`config.mk`:
```
export PLATFORM = sky130hd
export DESIGN_NAME = mult_operand_feeder
export DESIGN_NICKNAME = d
export VERILOG_FILES = /design/src/rtl/mult_operand_feeder.sv
export SDC_FILE = /design/constraint.sdc
export NUM_CORES = 1
export LEC_CHECK = 0
export CORE_AREA = 8 8 74 76
export CTS_CLUSTER_DIAMETER = 80
export DETAILED_ROUTE_END_ITERATION = 6
export DIE_AREA = 0 0 82 84
export PLACE_DENSITY_LB_ADDON = 0.05
export REMOVE_ABC_BUFFERS = 1
export SLEW_MARGIN = 10
export SYNTH_ARGS = -nofsm -noshare
export SYNTH_HDL_FRONTEND = slang
export SYNTH_SLANG_ARGS = --single-unit
```
`constraint.sdc`:
```
create_clock -name clk -period 5.5 [get_ports clk]
set_input_delay 1.375 -clock clk [delete_from_list [all_inputs] [get_ports clk]]
set_output_delay 1.375 -clock clk [all_outputs]
set_load 0.03 [all_outputs]
```
`src/rtl/mult_operand_feeder.sv`:
```
// Operand FIFO and issue sequencer feeding sequential_multiplier.
// Define FEEDER_TIMEOUT_EN to add the WAIT-state timeout and sticky err.
module mult_operand_feeder #(
  parameter int DEPTH   = 4,
  parameter int TIMEOUT = 16
) (
  input  logic                       clk,
  input  logic                       reset,
  input  logic                       in_valid,
  input  logic [7:0]                 in_data,
  output logic                       in_ready,
  output logic [3:0]                 m,
  output logic [3:0]                 q,
  output logic                       start,
  input  logic                       done,
  output logic                       busy,
  output logic [$clog2(DEPTH+1)-1:0] level,
  output logic [7:0]                 issued_cnt,
  output logic                       err
);

  localparam int AW = $clog2(DEPTH);
  localparam int LW = $clog2(DEPTH+1);

  if (DEPTH < 2 || (DEPTH & (DEPTH - 1)) != 0) begin : g_bad_depth
    $error("DEPTH must be a power of two >= 2");
  end
  if (TIMEOUT < 1) begin : g_bad_timeout
    $error("TIMEOUT must be >= 1");
  end

  typedef enum logic [1:0] {
    IDLE  = 2'd0,
    ISSUE = 2'd1,
    WAIT  = 2'd2
  } state_t;

  state_t state, state_n;

  logic [7:0]    mem [DEPTH];
  logic [AW-1:0] wr_ptr;
  logic [AW-1:0] rd_ptr;
  logic [LW-1:0] cnt;
  logic          push;
  logic          pop;
  logic          tmo;

  assign in_ready = (cnt != LW'(DEPTH)) & ~reset;
  assign push     = in_valid & in_ready;
  assign pop      = (state == IDLE) & (cnt != '0);
  assign level    = cnt;
  assign start    = (state == ISSUE);
  assign busy     = (state != IDLE);

  always_ff @(posedge clk) begin
    if (push) begin
      mem[wr_ptr] <= in_data;
    end
  end

  always_ff @(posedge clk) begin
    if (reset) begin
      wr_ptr <= '0;
      rd_ptr <= '0;
      cnt    <= '0;
    end else begin
      if (push) begin
        wr_ptr <= wr_ptr + AW'(1);
      end
      if (pop) begin
        rd_ptr <= rd_ptr + AW'(1);
      end
      unique case ({push, pop})
        2'b10:   cnt <= cnt + LW'(1);
        2'b01:   cnt <= cnt - LW'(1);
        default: cnt <= cnt;
      endcase
    end
  end

  always_ff @(posedge clk) begin
    if (reset) begin
      state <= IDLE;
    end else begin
      state <= state_n;
    end
  end

  always_comb begin
    state_n = state;
    unique case (state)
      IDLE: begin
        if (pop) begin
          state_n = ISSUE;
        end
      end
      ISSUE: begin
        state_n = WAIT;
      end
      WAIT: begin
        if (done || tmo) begin
          state_n = IDLE;
        end
      end
      default: begin
        state_n = IDLE;
      end
    endcase
  end

  always_ff @(posedge clk) begin
    if (reset) begin
      m <= '0;
      q <= '0;
    end else if (pop) begin
      q <= mem[rd_ptr][7:4];
      m <= mem[rd_ptr][3:0];
    end
  end

  // done wins over a simultaneous timeout
  always_ff @(posedge clk) begin
    if (reset) begin
      issued_cnt <= '0;
    end else if ((state == WAIT) && done) begin
      issued_cnt <= issued_cnt + 8'd1;
    end
  end

`ifdef FEEDER_TIMEOUT_EN
  localparam int TW = $clog2(TIMEOUT+1);

  logic [TW-1:0] tcnt;

  assign tmo = (state == WAIT) & ~done & (tcnt == TW'(TIMEOUT - 1));

  always_ff @(posedge clk) begin
    if (reset) begin
      tcnt <= '0;
      err  <= 1'b0;
    end else begin
      if (state == ISSUE) begin
        tcnt <= '0;
      end else if ((state == WAIT) && !done) begin
        tcnt <= tcnt + TW'(1);
      end
      if (tmo) begin
        err <= 1'b1;
      end
    end
  end
`else
  assign tmo = 1'b0;
  assign err = 1'b0;
`endif

endmodule

```
== Word level (Yosys, flattened, before mapping) ==
Memories as Yosys holds them, arrays and structs flattened. A register that Yosys moved wholly into a read port is not among the register bits.
Index checks and enable logic that the tools add are counted.
Operators by class
  $add $sub $neg: 5
  equality and inequality tests: 7
  muxes and demuxes: 6
  bitwise gates (word level): 4
  reduce and logical (&&, ||, !) cells: 6
Operators by type and width (count)
  $add A8 B1 Y8 const B: 1
  $pmux W2 S3: 1
  $pmux W3 S2: 1
  $add A2 B1 Y2 const B: 2
  $eq A2 B1 Y1 const B: 2
  $eq A2 B2 Y1 const B: 2
  $mux W2: 2
  $ne A2 B2 Y1 const B: 2
  $reduce_bool A2 Y1: 2
  $add A3 B1 Y3 const B: 1
  $and A1 B1 Y1: 3
  $ne A3 B3 Y1 const B: 1
  $reduce_bool A3 Y1: 1
  $sub A3 B1 Y3 const B: 1
  $logic_not A2 Y1: 1
  $mux W1: 2
  $reduce_and A2 Y1: 1
  $logic_and A1 B1 Y1: 1
  $not A1 Y1: 1
Word-level totals
  register bits: 17
  memory bits (writable): 32
  input bits: 12
  word-level logic and storage cells: 34
  memories kept: 1
Memories
  mem: depth 4, bits a word 8, rd ports 1, clocked after Yosys merged registers in 1, wr ports 1, line 40  | logic [7:0] mem [DEPTH];

== Longest topological paths before layout ==
Gate-level depths: netlist of run 1.
  depth after elaboration: 5
  gate-level depth with buffers: 9
  mapped depth without buffers: 9

== Worst setup path after synthesis of run 1 ==
OpenSTA, ideal clock, no wires.
  path type: input -> output
  start point: input reset
  end point: output in_ready
  data arrival time: 2.191 ns
  required time: 4.125 ns
  slack: 1.934 ns
  stages on the path: 3
  buffers on the path: 2
  cell sequence: clkbuf_1 -> clkbuf_1 -> nor2_1
Between the ends
  longest elaborated chain between the ends: 2
RTL lines
  start: declaration: line 8  | input logic reset,
  $not A1 Y1: line 48  | assign in_ready = (cnt != LW'(DEPTH)) & ~reset;
  $and A1 B1 Y1: line 48
  end: declaration: line 11  | output logic in_ready,
Every way passes these cells.

== Worst setup path in the final report of run 1 ==
Same ends and word-level chain as after synthesis.

==> flow_summary.yaml, run 1 <==
run_status:
  status: "finished, final reports clean"
worst_setup_path:
  cp-start-kind: "input pin"
  rr_worst_depth: 9
  cp-end-kind: "primary output"
  r2r_end: "level[2]"
  timing.rr.start: "state[1]"
  path_max_fanout: 29
  crit_type: "in -> out"
  arrival_ns: 2.82
  r2r_setup_slack_ns: 2.94
  cp.required_ns: 4.12
pwr:
  pwr-share-comb_pct: 32.5
  switchingPower_uw: 469.1
  swShare_pct: 33.61
  seqPwrFrac_pct: 41.3
  p_clk_share_pct: 26.2
  p_leak_uw: 0.001003
  power_density_nw_per_um2: 482.9
  peakVddDrop_uv: 222.3
  total_power_uw: 1396
  internal_power_uw: 926.5
cts:
  ctsHoldBuffers: 0
  htreeDepth: 3
  cts_tree: "yes"
  clockBufferDepth: 2
  clock_latency_ns: 0.32
  clock-sinks: 57
  cts_buffers: 9
  post_cts_buffers: 0
  cts_resized: 0
  cts.clk_slew.worst_paths_ns: 0.06
  root_buffer: "clkbuf_8"
detailed_routing:
  dr.pass1.iters: 5
  antenna_left: 0
  totalWireLength_mm: 4.309
  drcViolationCount: 0
  wl_per_cell_um: 15.84
  vias_per_cell: 5.529
  vias: 1504
  drt_iter0_drc: 122
place:
  dpl_worst_slack_ns: 1.309
  gp_congestion: 0.7748
  dp_hpwl_mm: 3.093
  port_buffers: 33
floorplan:
  die_height_um: 84
  core_area_um2: 4264
  dieWidth_um: 82
  dieArea_um2: 6888
  ios: 35
  start_util_pct: 54.99
  fp-row-count: 24
global_route:
  grt_overflow: 0
  antenna_found_initial: 0
  grt_usage_pct: 13.26
  grt_max_degree: 30
  grt_pass1_vias: 1507
  grt_pass1_wl_mm: 6.927
timing:
  timing.fmax_ghz: 0.2385
  setup_viol: 0
  hold_violations: 0
  maxSlewHeadroom_pct: 30.19
  worst_pin_slew_ns: 1.039
  rsz0062_at_grt: "false"
  post-route-min-period_ns: 4.193
  setup_ws_ns: 1.307
  drv_slew: 0
  clock_skew_ns: 0.001957
  finalSetupTns_ns: 0
  period_share_pct: 76.23
synthesis:
  synth_area_per_cell_um2: 13.10
  syn_inst: 179
  ys_types: 36
  synth_warnings: 0
  mappedNetlistArea_um2: 2345
  yosysSeqAreaShare_pct: 62.33
  ys_ff_latch: 57
min_path:
  hold-path-cell-count: 2
  min_from: "m[2]"
  hold_class: "reg -> reg"
  worstHoldEndpoint: "m[2]"
layout:
  nets: 234
  antenna_cells: 0
  fin_util_pct: 67.78
  syn2layout_area_growth_pct: 23.27
  drive_gt1_share_pct: 12.27
run:
  drv_cap: 0
==> power groups by stage <==
| stage | Sequential (uW) | Combinational (uW) | Clock [uW] |
|---|---|---|---|
| 2_1_floorplan | 634 | 243 | 0 |
| 3_3_place_gp | 581 | 437 | 0 |
| 3_5_place_dp | 586 | 458 | 0 |
| 4_1_cts | 578 | 459 | 376 |
| 5_1_grt | 587 | 492 | 393 |
| 6_report | 576 | 454 | 366 |
==> synth_stat cells, drive strengths merged <==
cell	n	area share, %
inv	10	1.6
a21oi	15	3.2
o21ai	12	2.6
o31ai	2	0.64
nand2b	1	0.27
nand4	1	0.27
nor4	1	0.27
nand2	2	0.32
clkbuf	5	0.85
xor2	3	1.1
a31o	1	0.37
nor3	2	0.43
or3	5	1.3
nand3b	1	0.85
fa	1	0.85
buf	4	1.1
mux2	2	0.96
dfxtp	25	21
nor3b	3	1.2
and2	4	1.1
a311oi	1	0.37
nand4b	1	0.37
nand3	9	1.9
nor2b	2	0.53
or4	2	0.64
xnor2	1	0.37
nor2	14	2.3
mux2i	2	0.85
edfxtp	32	41
mux4	8	7.7
ha	6	3.2
conb	1	0.16
==> through the flow <==
stage,hold slack [ns],instance area [um^2],std cells
final,0.4751,2890,272
after detailed placement,0.4674,2703,256
after floorplan,0.4750,2300,170
after CTS,0.4752,2890,272
after global routing,0.5112,2890,272
after global placement,0.4692,2703,256
==> cells by family after synthesis <==
kind of cell | Yosys count | synth area share [%]
flops | 57 | 62.33
fa+ha+maj | 7 | 4.055
mux | 12 | 9.498
simple gates | 48 | 11.79
compound gates | 31 | 7.150
buf+inv | 19 | 3.521
xor+xnor | 4 | 1.494
other cells | 1 | 0.1599
==> metal layers <==
metal	vias to the layer above	global-route usage (%)	routed length [um]
li1	729	-	-
met4	0	7.668	94
met3	9	3.987	282
met2	38	21.91	2185
met1	728	14.35	1746
met5	-	0	0
==> critical path: stages <==
cell and delay, ns:
clkdlybuf4s50_1 0.46, buf_4 0.29, nor2_1 0.08, clkdlybuf4s50_1 0.60
==> state kept, by name (all words and copies together), names as in the netlist <==
| name | flops |
|---|---|
| wr_ptr | 2 |
| issued_cnt | 8 |
| rd_ptr | 2 |
| m | 4 |
| state | 2 |
| level | 3 |
| q | 4 |
| mem | 32 |
==> final cells by class <==
cell class | instances | area, um^2
flip-flops and latches | 57 | 1461
fillers | 308 | 1374
clock buffers | 12 | 145.1
repair buffers | 34 | 337.8
clock inverters | 4 | 42.54
well taps | 52 | 65.06
inverters | 10 | 37.54
multi-input cells | 103 | 800.8
==> layout by cell type, fill, tap and decap left out, drive strengths merged, types with 3 or more instances in the layout <==
| master | synthesis | routed |
|---|---|---|
| clkdlybuf4s50 | 0 | 33 |
| inv | 10 | 10 |
| or3 | 5 | 5 |
| ha | 6 | 6 |
| a21oi | 15 | 15 |
| edfxtp | 32 | 32 |
| dfxtp | 25 | 25 |
| mux4 | 8 | 8 |
| clkinv | 0 | 3 |
| o21ai | 12 | 12 |
| and2 | 4 | 4 |
| nand3 | 9 | 9 |
| xor2 | 3 | 3 |
| clkbuf | 5 | 12 |
| nor2 | 14 | 14 |
| nor3b | 3 | 3 |
==> how the worst max path moves through the flow <==
stage | startpoint | to | slack (ns) | cells past startpoint
after CTS | reset | in_ready | 1.30 | 4
final | reset | in_ready | 1.31 | 4
after detailed placement | reset | in_ready | 1.31 | 4
after global routing | reset | in_ready | 1.25 | 4
after global placement | reset | in_ready | 1.33 | 4
after floorplan | reset | in_ready | 2.34 | 1
Note: power is estimated with default switching activity, not from simulation.
==> inputs of run 2 (changes only) <==
--- a/config.mk
+++ b/config.mk
@@ -5,10 +5,10 @@
 export SDC_FILE = /design/constraint.sdc
 export NUM_CORES = 1
 export LEC_CHECK = 0
-export CORE_AREA = 8 8 74 76
+export CORE_AREA = 8 8 79 81
 export CTS_CLUSTER_DIAMETER = 80
 export DETAILED_ROUTE_END_ITERATION = 6
-export DIE_AREA = 0 0 82 84
+export DIE_AREA = 0 0 87 89
 export PLACE_DENSITY_LB_ADDON = 0.05
 export REMOVE_ABC_BUFFERS = 1
 export SLEW_MARGIN = 10
==> constraint.sdc (replaced) <==
create_clock -name clk -period 3.51 [get_ports clk]
set_input_delay 0.8775 -clock clk [delete_from_list [all_inputs] [get_ports clk]]
set_output_delay 0.8775 -clock clk [all_outputs]
set_load 0.03 [all_outputs]
==> flow_summary.yaml, run 2 (synthesized netlist as in run 1, its figures left out) <==
run_status:
  status: "finished, final reports clean"
timing:
  clock_skew_ns: 0.007464
  drv_slew: 0
  worst_pin_slew_ns: 0.6861
  timing.fmax_ghz: 0.3502
  maxSlewHeadroom_pct: 54.19
  period_share_pct: 81.36
  setup_viol: 0
  hold_violations: 0
  post-route-min-period_ns: 2.856
  finalSetupTns_ns: 0
  rsz0062_at_grt: "false"
floorplan:
  ios: 35
  fp-row-count: 26
  core_area_um2: 4977
  dieArea_um2: 7743
  die_height_um: 89
  start_util_pct: 47.11
  dieWidth_um: 87
layout:
  layout_common_cells: "32 x clkdlybuf4s50_1, 32 x edfxtp_1, 25 x dfxtp_1"
  syn2layout_area_growth_pct: 24.28
  largest_reg_flops: 32
  regMostFlops: "mem"
  antenna_cells: 0
  nets: 235
  reg_top3: "mem: 32 flops, issued_cnt: 8 flops"
  drive_gt1_share_pct: 14.55
  fillers: 426
place:
  gp_congestion: 0.7124
  dp_hpwl_mm: 3.131
  port_buffers: 33
run:
  drv_cap: 0
min_path:
  hold_class: "reg -> reg"
global_route:
  grt_pass1_wl_mm: 7.355
  antenna_found_initial: 0
  grt_usage_pct: 12.63
  grt_overflow: 0
  grt_max_degree: 29
  grt_pass1_vias: 1589
cts:
  ctsHoldBuffers: 0
  post_cts_buffers: 0
  clock_latency_ns: 0.32
  root_buffer: "clkbuf_8"
  htreeDepth: 3
  cts_tree: "yes"
  cts.clk_slew.worst_paths_ns: 0.06
  cts_buffers: 9
  clockBufferDepth: 2
  cts_resized: 0
  clock-sinks: 57
detailed_routing:
  vias_per_cell: 5.179
  vias: 1502
  drt_iter0_drc: 118
  wl_per_cell_um: 15.12
  antenna_left: 0
  drcViolationCount: 0
  totalWireLength_mm: 4.384
  dr.pass1.iters: 4
pwr:
  total_power_uw: 2196
  p_leak_uw: 0.001004
  power_density_nw_per_um2: 753.5
  peakVddDrop_uv: 450.9
worst_setup_path:
  cp.required_ns: 2.63
  arrival_ns: 1.98
  crit_type: "reg -> out"
  cp-start-kind: "flop"
  path_max_fanout: 13
  cp-end-kind: "primary output"
-- run 2: changes by cell type in the layout (fill, tap and decap cells not counted), sizes merged --
cell,previous run,this run
buf,1,3
clkdlybuf4s50,33,32
clkinvlp,0,2
clkbuf,12,9
-- run 2: cell type report --
type	instances	area, um^2	share of cell area (%)
clock buffers	9	123.9	4.251
well taps	70	87.58	3.006
inverters	10	37.54	1.288
repair buffers	35	342.8	11.76
clock inverters	6	60.06	2.061
flip-flops and latches	57	1461	50.15
multi-input cells	103	800.8	27.48
-- run 2: where the power goes --
part / leakage [uW] / switching (uW) / internal, uW / total, uW
Sequential: 0.000494 / 99.2 / 804 / 904
Clock: 0.0000909 / 244 / 319 / 563
Combinational: 0.000419 / 413 / 315 / 729
Total: 0.00100 / 757 / 1440 / 2200
-- run 2: metal layers --
layer / vias to the layer above / global-route usage (%) / routed length, um
met5: - / 0 / 0
met4: 0 / 7.199 / 48
met3: 6 / 3.952 / 209
met2: 33 / 22.07 / 2259
met1: 735 / 13.26 / 1866
li1: 728 / - / -
-- run 2: worst paths after layout --
kind / depth (start not counted) / from / slack (ns) / end
hold / removal: 2 / m[3] / 0.48 / m[3]
setup / recovery: 3 / state[1] / 0.65 / busy
setup reg to reg: 9 / state[1] / 0.96 / level[2]
hold reg to reg: 2 / m[3] / 0.48 / m[3]
-- run 2: metrics by stage --
| step | instances | util [%] | hold slack, ns | worst slack, ns | area [um^2] |
|---|---|---|---|---|---|
| floorplan | 170 | - | 0.4750 | 1.179 | 2300 |
| global placement | 275 | 54.85 | 0.4747 | 0.7117 | 2730 |
| detailed placement | 275 | 54.85 | 0.4691 | 0.6372 | 2730 |
| CTS | 290 | 58.55 | 0.4779 | 0.6326 | 2914 |
| global route | 290 | 58.55 | 0.5243 | 0.5279 | 2914 |
| finish | 290 | 58.55 | 0.4781 | 0.6542 | 2914 |
-- run 2: critical path, cell delays in order, from the launching register on --
cell and delay (ns):
dfxtp_1 0.37, nor2_2 0.36, inv_1 0.27, clkdlybuf4s50_1 0.66
